<file path="config.mk">
export PLATFORM = sky130hd
export DESIGN_NAME = call_stack_ctrl
export DESIGN_NICKNAME = d
export VERILOG_FILES = /design/src/rtl/call_stack_ctrl.sv
export SDC_FILE = /design/constraint.sdc
export NUM_CORES = 1
export LEC_CHECK = 0
export ABC_AREA = 1
export CORE_ASPECT_RATIO = 1.25
export CORE_UTILIZATION = 45
export CTS_CLUSTER_SIZE = 40
export DETAILED_ROUTE_END_ITERATION = 6
export GPL_TIMING_DRIVEN = 1
export PLACE_DENSITY = 0.79
export SETUP_SLACK_MARGIN = 0.02
export SLEW_MARGIN = 20
export SYNTH_ARGS = -nofsm -noshare
export SYNTH_HDL_FRONTEND = slang
export SYNTH_SLANG_ARGS = --single-unit
</file>
<file path="constraint.sdc">
create_clock -name clk -period 1.8 [get_ports clk]
set_input_delay 0.18 -clock clk [delete_from_list [all_inputs] [get_ports clk]]
set_output_delay 0.18 -clock clk [all_outputs]
set_load 0.02 [all_outputs]
</file>
<file path="src/rtl/call_stack_ctrl.sv">
// call_stack_ctrl: sequences 16-bit CALL/RET return addresses through an 8-bit hardware stack.
// Optional stack-flag consistency check is built when CALLSTK_CHECK_EN is defined.
module call_stack_ctrl #(
    parameter int unsigned STACK_DEPTH = 32
) (
    input  logic        clk,
    input  logic        rst,
    input  logic        call_req,
    input  logic        ret_req,
    input  logic [15:0] ret_addr_in,
    output logic [15:0] ret_addr_out,
    output logic        busy,
    output logic        done,
    output logic        ovf_err,
    output logic        unf_err,
    output logic [5:0]  depth,
    output logic        stk_push,
    output logic        stk_pop,
    output logic [7:0]  stk_data_in,
    input  logic [7:0]  stk_data_out,
    input  logic        stk_empty,
    input  logic        stk_full,
    output logic        sync_err
);

    // Two entries are held back: a completely full stack wraps its pointer.
    localparam int unsigned USABLE = STACK_DEPTH - 2;

    typedef enum logic [2:0] {
        StIdle,
        StPushLo,
        StPushHi,
        StPopHi,
        StPopLo,
        StCapLo
    } state_e;

    state_e      state_q, state_d;
    logic [15:0] addr_q, addr_d;
    logic [15:0] ret_addr_q, ret_addr_d;
    logic [5:0]  depth_q, depth_d;
    logic        done_q, done_d;
    logic        ovf_q, ovf_d;
    logic        unf_q, unf_d;
    logic        room;

    assign room = (32'(depth_q) + 32'd2) <= USABLE;

    always_comb begin
        state_d     = state_q;
        addr_d      = addr_q;
        ret_addr_d  = ret_addr_q;
        depth_d     = depth_q;
        done_d      = 1'b0;
        ovf_d       = 1'b0;
        unf_d       = 1'b0;
        stk_push    = 1'b0;
        stk_pop     = 1'b0;
        stk_data_in = 8'h00;
        unique case (state_q)
            StIdle: begin
                if (call_req) begin
                    if (room) begin
                        addr_d  = ret_addr_in;
                        state_d = StPushLo;
                    end else begin
                        ovf_d = 1'b1;
                    end
                end else if (ret_req) begin
                    if (depth_q >= 6'd2) begin
                        state_d = StPopHi;
                    end else begin
                        unf_d = 1'b1;
                    end
                end
            end
            StPushLo: begin
                stk_push    = 1'b1;
                stk_data_in = addr_q[7:0];
                state_d     = StPushHi;
            end
            StPushHi: begin
                stk_push    = 1'b1;
                stk_data_in = addr_q[15:8];
                depth_d     = depth_q + 6'd2;
                done_d      = 1'b1;
                state_d     = StIdle;
            end
            StPopHi: begin
                stk_pop = 1'b1;
                state_d = StPopLo;
            end
            StPopLo: begin
                // data_out now holds the high byte popped on the previous edge
                stk_pop        = 1'b1;
                addr_d[15:8]   = stk_data_out;
                state_d        = StCapLo;
            end
            StCapLo: begin
                ret_addr_d = {addr_q[15:8], stk_data_out};
                depth_d    = depth_q - 6'd2;
                done_d     = 1'b1;
                state_d    = StIdle;
            end
            default: state_d = StIdle;
        endcase
    end

    always_ff @(posedge clk) begin
        if (rst) begin
            state_q    <= StIdle;
            addr_q     <= 16'h0000;
            ret_addr_q <= 16'h0000;
            depth_q    <= 6'd0;
            done_q     <= 1'b0;
            ovf_q      <= 1'b0;
            unf_q      <= 1'b0;
        end else begin
            state_q    <= state_d;
            addr_q     <= addr_d;
            ret_addr_q <= ret_addr_d;
            depth_q    <= depth_d;
            done_q     <= done_d;
            ovf_q      <= ovf_d;
            unf_q      <= unf_d;
        end
    end

    assign ret_addr_out = ret_addr_q;
    assign busy         = (state_q != StIdle);
    assign done         = done_q;
    assign ovf_err      = ovf_q;
    assign unf_err      = unf_q;
    assign depth        = depth_q;

`ifdef CALLSTK_CHECK_EN
    logic prev_idle_q;
    logic sync_err_q;

    // Stack flags lag by one cycle, so only compare after two consecutive idle cycles.
    always_ff @(posedge clk) begin
        if (rst) begin
            prev_idle_q <= 1'b0;
            sync_err_q  <= 1'b0;
        end else begin
            prev_idle_q <= (state_q == StIdle);
            if ((state_q == StIdle) && prev_idle_q &&
                ((stk_empty != (depth_q == 6'd0)) || stk_full)) begin
                sync_err_q <= 1'b1;
            end
        end
    end

    assign sync_err = sync_err_q;
`else
    logic unused_flags;
    assign unused_flags = stk_empty ^ stk_full;
    assign sync_err     = 1'b0;
`endif

endmodule

</file>
==> results of run 1 <==
critical path, cell delays in order (launching register included):
cell and delay (ns):
dfxtp_1 0.37, nor3_4 0.25, clkinv_1 0.09, buf_4 0.17, nand2_1 0.06, clkdlybuf4s15_1 0.30
where the power goes:
| part | leakage (nW) | internal (mW) | total, mW | switching [mW] |
|---|---|---|---|---|
| clock | 0.0412 | 0.271 | 0.596 | 0.325 |
| sequential | 0.351 | 1.16 | 1.25 | 0.0885 |
| combinational | 0.861 | 0.685 | 1.74 | 1.05 |
area by class of cell:
type,instances,share of cell area [%]
clock buffer,6,2.60
clock inverter,2,0.448
inverter,42,5.65
multi-input combinational,179,33.2
sequential,43,30.8
tap,56,2.51
timing repair buffer,77,24.7
metal layers:
metal | global-route usage (%) | part of all wire [%] | vias up
li1 | - | - | 1036
met1 | 28.7 | 43 | 899
met2 | 38.4 | 51 | 61
met3 | 3.90 | 4.7 | 7
met4 | 9.11 | 1.9 | 0
met5 | 0 | 0 | -
through the flow:
step           area, µm²  hold slack (ns)
3_3_place_gp        2730            0.442
4_1_cts             2830            0.448
2_1_floorplan       2000            0.322
3_5_place_dp        2730            0.450
5_1_grt             2790            0.469
6_report            2790            0.452
synthesized netlist by cell type, types with 4 or more instances:
master,number
a21oi_1,30
buf_2,4
clkbuf_1,4
dfxtp_1,43
inv_1,40
nand2_1,34
nand2_2,5
nand3_1,10
nor2_1,32
nor3_1,5
o21ai_0,28
o21bai_1,8
o22ai_1,8
kinds of logic after synthesis:
group / count (synthesis)
simple gates: 95
compound gates: 79
buf+inv: 55
flops: 43
fa+ha+maj: 3
other cells: 1
state kept, by name (all words and copies together) (netlist names):
name and count:
addr_q 16, ret_addr_out 16, depth 5, state_q 3, done 1, ovf_err 1
unf_err 1
repair_timing:
item | in CTS | in global routing
gates resized for setup | 26 | 12
endpoints found under the hold margin | 0 | 0
setup endpoints to repair | 11 | 10
pin swaps | 0 | 0
hold buffers | 0 | 0
final timing paths:
path / slack [ns] / to
worst max-delay path: 0.09 / stk_push
worst min-delay path: 0.45 / ret_addr_out[0]
worst max register to register: 0.25 / addr_q[11]
worst min register to register: 0.46 / addr_q[5]
==> results.md, run 1 <==
- Worst Skew: 0.00757 ns
- Gpl congestion: 0.857
- Via/cell ratio: roughly 4.9
- Tcrit/Tclk final: 95.3%
- CTS Sinks: 43
- Placed cell count: 397
- Die height: 76.5 µm
- Max FO, Critical Path: 9
- TritonCTS clock tree: done
- Worst Hold Launch: stk_data_out[0]
- Final WS setup: 0.0854 ns
- Clk_lat worst skew: 0.30 ns
- Fin cells: ~400
- Post-synthesis xor/xnor area fraction: 0%
- Synth top area cells: dfxtp_1 43%, a21oi_1 7.5%, inv_1 7.5%
- Max_cap viols: 0
- Detailed placement HPWL: 3600 µm
- Final hold violations: 0
- Die Wd: just over 60 µm
- Synth Instances: 276
- Synth Area per Inst: 7.24 µm²
- Leakage Power: 1.25 nW
- Layout cells sized above 1: 12.9%
- Share of the synthesized area in the top cell type: 43.1%
- Post-Syn Area: 2000 µm²
- Startpoint types: flip-flop
- Synth area leader: dfxtp_1
- Largest family of logic cells by synthesized area: simple AND/OR/NAND/NOR gates
- Crit path launch: state_q[2]
- Post-Synth Adder-Cell Area: 1.88%
- Final critical-path required period: 1.71 ns
- Routed length per instance: 12.4 µm
- Hold crit path type: primary input to flip-flop
- Worst EP arrival: 1.53 ns
- Setup WS pre-CTS: -0.0622 ns
- H-tree depth: 2
- Largest net degree at the start of global routing: 37
- Post-Synth Simple-Gate Area: between 20% and 30%
- Mux share of post-synthesis cell area: 0%
- Vias: 2003
- Setup TNS Final: 0 ns
- DIE AREA: about 4700 µm²
- Status: completed
- Peak Freq: 0.583 GHz
- Worst R2R Path Depth: 9
- Nets@finish: 381
- Post-synthesis sequential area ratio: 43.1%
- RSZ-0062 raised after global routing: false
- Final Util: 67.1%
- Synth Area in Compound Gates: 21.5%
- Number of global-route vias before repair: 1917
- Initial core utilization: between 40% and 50%
- Synth async-reset ratio: 0%
- DRC Markers: 0
- Drt pass-1 iters: 4
- CTS root buf: clkbuf_8
- Commonest non-fill, non-tap cell in the layout: clkdlybuf4s50_1
- Post-CTS setup buffers: 0
- Routed WL: 5030 µm
- Antenna violations before repair: 0
- Buffers on Ports: 62
- Synth cell types: 29
- Post-synth EDFFs: 0
- # diodes: 0
- Worst EP required: 1.62 ns
- Core Box Area: 4160 µm²
- Grt ovf: 0
- Hold Crit Depth: 3
- Yosys reg bits: 43
- Ports: 67
- Clock-pin slew on the worst setup and hold paths: approximately 0.08 ns
- Final Setup Violations: 0
- Flip-flop and latch area: 861 µm²
- Critical path class: flip-flop to output port
- Global-route wire length before repair: 8380 µm
- Rows: 26
- Longest Clk Path Bufs: 2
- Crit Reg-Reg Startpoint: depth[1]
- Area occupied by multi-input gates: 928 µm²
- Pwr Density: 1280 nW/µm²
- Ys Warns: 0
- Critical path capture point type: output port
- Final ANT Viol Nets: 0
- CTS Buf Count: 5
- Post-synth top flop: dfxtp_1
- All-Layer GR Usage: 23.1%
- Slew Limit Fails: 0
- Area delta synth->final: 39.8%
- Final Power: 3.58 mW
- VDD IR max: 0.810 mV
- Commonest cells after routing, fill and taps aside: 51 x clkdlybuf4s50_1, 43 x dfxtp_1, 39 x inv_1
- DRT iter0 DRCs: 91
- Fill cell count: 385
(Power assumes the default switching activity.)
==> run 2, diff against run 1 <==
- SETUP_SLACK_MARGIN: 0.02 -> default
==> run 2 against run 1 <==
  * Core utilization hardly changed
  * Combinational power hardly changed
  * Fmax is 1.0% lower
  * Global-route usage is 0.10 points lower
  * Routed wire length is 0.64% lower
  * Sequential share of layout area hardly changed
  * Sequential power hardly changed
  * Final cell count stayed put
  * Final area hardly changed
  * Critical path type unchanged
  * Critical endpoint unchanged
==> results.md, run 2 (synthesis results as in run 1) <==
- Status: completed
- Final Setup Violations: 0 (unchanged)
- Peak Freq: 0.577 GHz (-1.0%)
- Endpoint of the worst-slack reg-to-reg timing path: addr_q[11]
- Gpl congestion: 0.857 (unchanged)
- Crit path to: stk_push
- Placed cell count: 397 (unchanged)
- Final hold violations: 0 (unchanged)
- Final ANT Viol Nets: 0 (unchanged)
- Drt pass-1 iters: 5 (+1)
- VDD IR max: 0.811 mV (+0.11%)
- Max FO, Critical Path: 9 (unchanged)
- # diodes: 0 (unchanged)
- Via/cell ratio: 4.90 (-0.85%)
- TritonCTS clock tree: done
- Post-CTS setup buffers: 0 (unchanged)
- Rows: 26 (unchanged)
- Worst R2R Path Depth: 9 (unchanged)
- Initial core utilization: 48.0% (unchanged)
- DIE AREA: 4710 µm² (unchanged)
- Clk_lat worst skew: 0.30 ns (about the same)
- Largest net degree at the start of global routing: 37 (unchanged)
- Max_cap viols: 0 (unchanged)
- Ports: 67 (unchanged)
- Detailed placement HPWL: 3600 µm (unchanged)
- Fin cells: 405 (unchanged)
- Setup TNS Final: 0 ns (unchanged)
- Number of global-route vias before repair: 1915 (-0.10%)
- Vias: 1986 (-0.85%)
- Max incr delay on CP: 0.37 ns (about the same)
- CTS Buf Count: 5 (unchanged)
- Slew Limit Fails: 0 (unchanged)
- Pwr Density: 1280 nW/µm² (about the same)
- Antenna violations before repair: 0 (unchanged)
- Routed WL: 5000 µm (-0.64%)
- Longest Clk Path Bufs: 2 (unchanged)
- Core Box Area: 4160 µm² (unchanged)
- Grt ovf: 0 (unchanged)
- Buffers on Ports: 62 (unchanged)
- All-Layer GR Usage: 23.0% (-0.10 points)
- Crit path launch: state_q[2]
- Routed length per instance: 12.4 µm (-0.64%)
- Commonest cells after routing, fill and taps aside: 51 x clkdlybuf4s50_1, 43 x dfxtp_1, 39 x inv_1
- Tcrit/Tclk final: 96.2% (+0.98 points)
- DRT iter0 DRCs: 70 (-23%)
- Worst-path cell chain: nor3_4 -> clkinv_1 -> buf_4 -> nand2_1 -> dlygate4sd2_1
- Slowest cell on crit path: dfxtp_1
- Worst EP arrival: 1.55 ns (+0.02 ns)
- Layout cells sized above 1: 12.9% (unchanged)
- RSZ-0062 raised after global routing: false
- Reg2Reg Setup Slack: 0.26 ns (about the same)
- WHS: 0.453 ns (+0.000504 ns)
- Crit Reg-Reg Startpoint: depth[1]
- Clock-pin slew on the worst setup and hold paths: 0.07 ns (about the same)
- Worst Skew: 0.00827 ns (+0.000699 ns)
- CTS root buf: clkbuf_8
- DRC Markers: 0 (unchanged)
- Startpoint types: flip-flop
- Die Wd: 61.6 µm (unchanged)
- Leakage Power: 1.25 nW (-0.17%)
- Area delta synth->final: 39.7% (about the same)
- Critical path capture point type: output port
- Fill cell count: 383 (-0.52%)
- Die height: 76.5 µm (unchanged)
- H-tree depth: 2 (unchanged)
- Nets@finish: 381 (unchanged)
- Critical path class: flip-flop to output port
- Worst EP required: 1.62 ns (about the same)
- Global-route wire length before repair: 8350 µm (-0.41%)
- Final critical-path required period: 1.73 ns (+0.0176 ns)
- Commonest non-fill, non-tap cell in the layout: clkdlybuf4s50_1
- CTS Sinks: 43 (unchanged)
- Hold crit path type: primary input to flip-flop
[run 2: cell count changes in the layout (fill, tap and decap cells not counted)]
| cell | change |
|---|---|
| buf_2 | -5 |
| clkbuf_2 | +5 |
| clkdlybuf4s15_1 | -1 |
| dlygate4sd2_1 | +1 |
[run 2: critical path: cells and delay by family, from the launching register on]
kind	cells	cell delay, ns
simple gates	2	0.29
buf+inv	3	0.59
flops	1	0.37
[run 2: how the worst min path moves through the flow]
stage	depth (start not counted)	slack, ns	end	start
after floorplan	2	0.32	unf_err	ret_req
after global placement	2	0.44	addr_q[4]	addr_q[4]
after detailed placement	2	0.45	addr_q[3]	addr_q[3]
after CTS	3	0.45	unf_err	ret_req
after global routing	3	0.47	ret_addr_out[0]	stk_data_out[0]
final	3	0.45	ret_addr_out[0]	stk_data_out[0]
[run 2: layer usage]
metal  part of all wire (%)  global-route usage [%]  vias up  wire length (µm)
met5                      0                       0        -                 0
met4                    1.9                    9.11        0                97
met3                    4.0                    3.90        7               198
met2                     50                    38.3       50              2520
met1                     44                    28.5      893              2180
li1                       -                       -     1036                 -
[run 2: metrics by stage]
stage | setup WS (ns) | instance area, µm² | power (mW) | utilization [%]
finish | 0.0678 | 2790 | 3.58 | 67.0
global route | 0.00818 | 2790 | 3.86 | 67.0
CTS | 0.00890 | 2820 | 3.60 | 67.6
detailed placement | -0.0622 | 2730 | 3.04 | 65.6
global placement | 0.0573 | 2730 | 3.00 | 65.6
floorplan | 0.210 | 2000 | 2.37 | -
[run 2: power breakdown]
part | switching [mW] | internal, mW
sequential | 0.0888 | 1.16
combinational | 1.05 | 0.681
clock | 0.325 | 0.271
[run 2: repair_timing]
action | 4_1_cts | 5_1_grt
setup endpoints to repair | 11 | 9
cloned | 0 | 0
hold buffers | 0 | 0
gates resized for setup | 19 | 13
hold endpoints to repair | 0 | 0
[run 2: cell type report]
cell class	count	area [µm²]	area share (%)
clock buffers	6	72.6	2.60
clock inverters	2	12.5	0.448
inverters	42	158	5.65
multi-input cells	179	928	33.3
flip-flops and latches	43	861	30.8
well taps	56	70.1	2.51
repair buffers	77	689	24.7
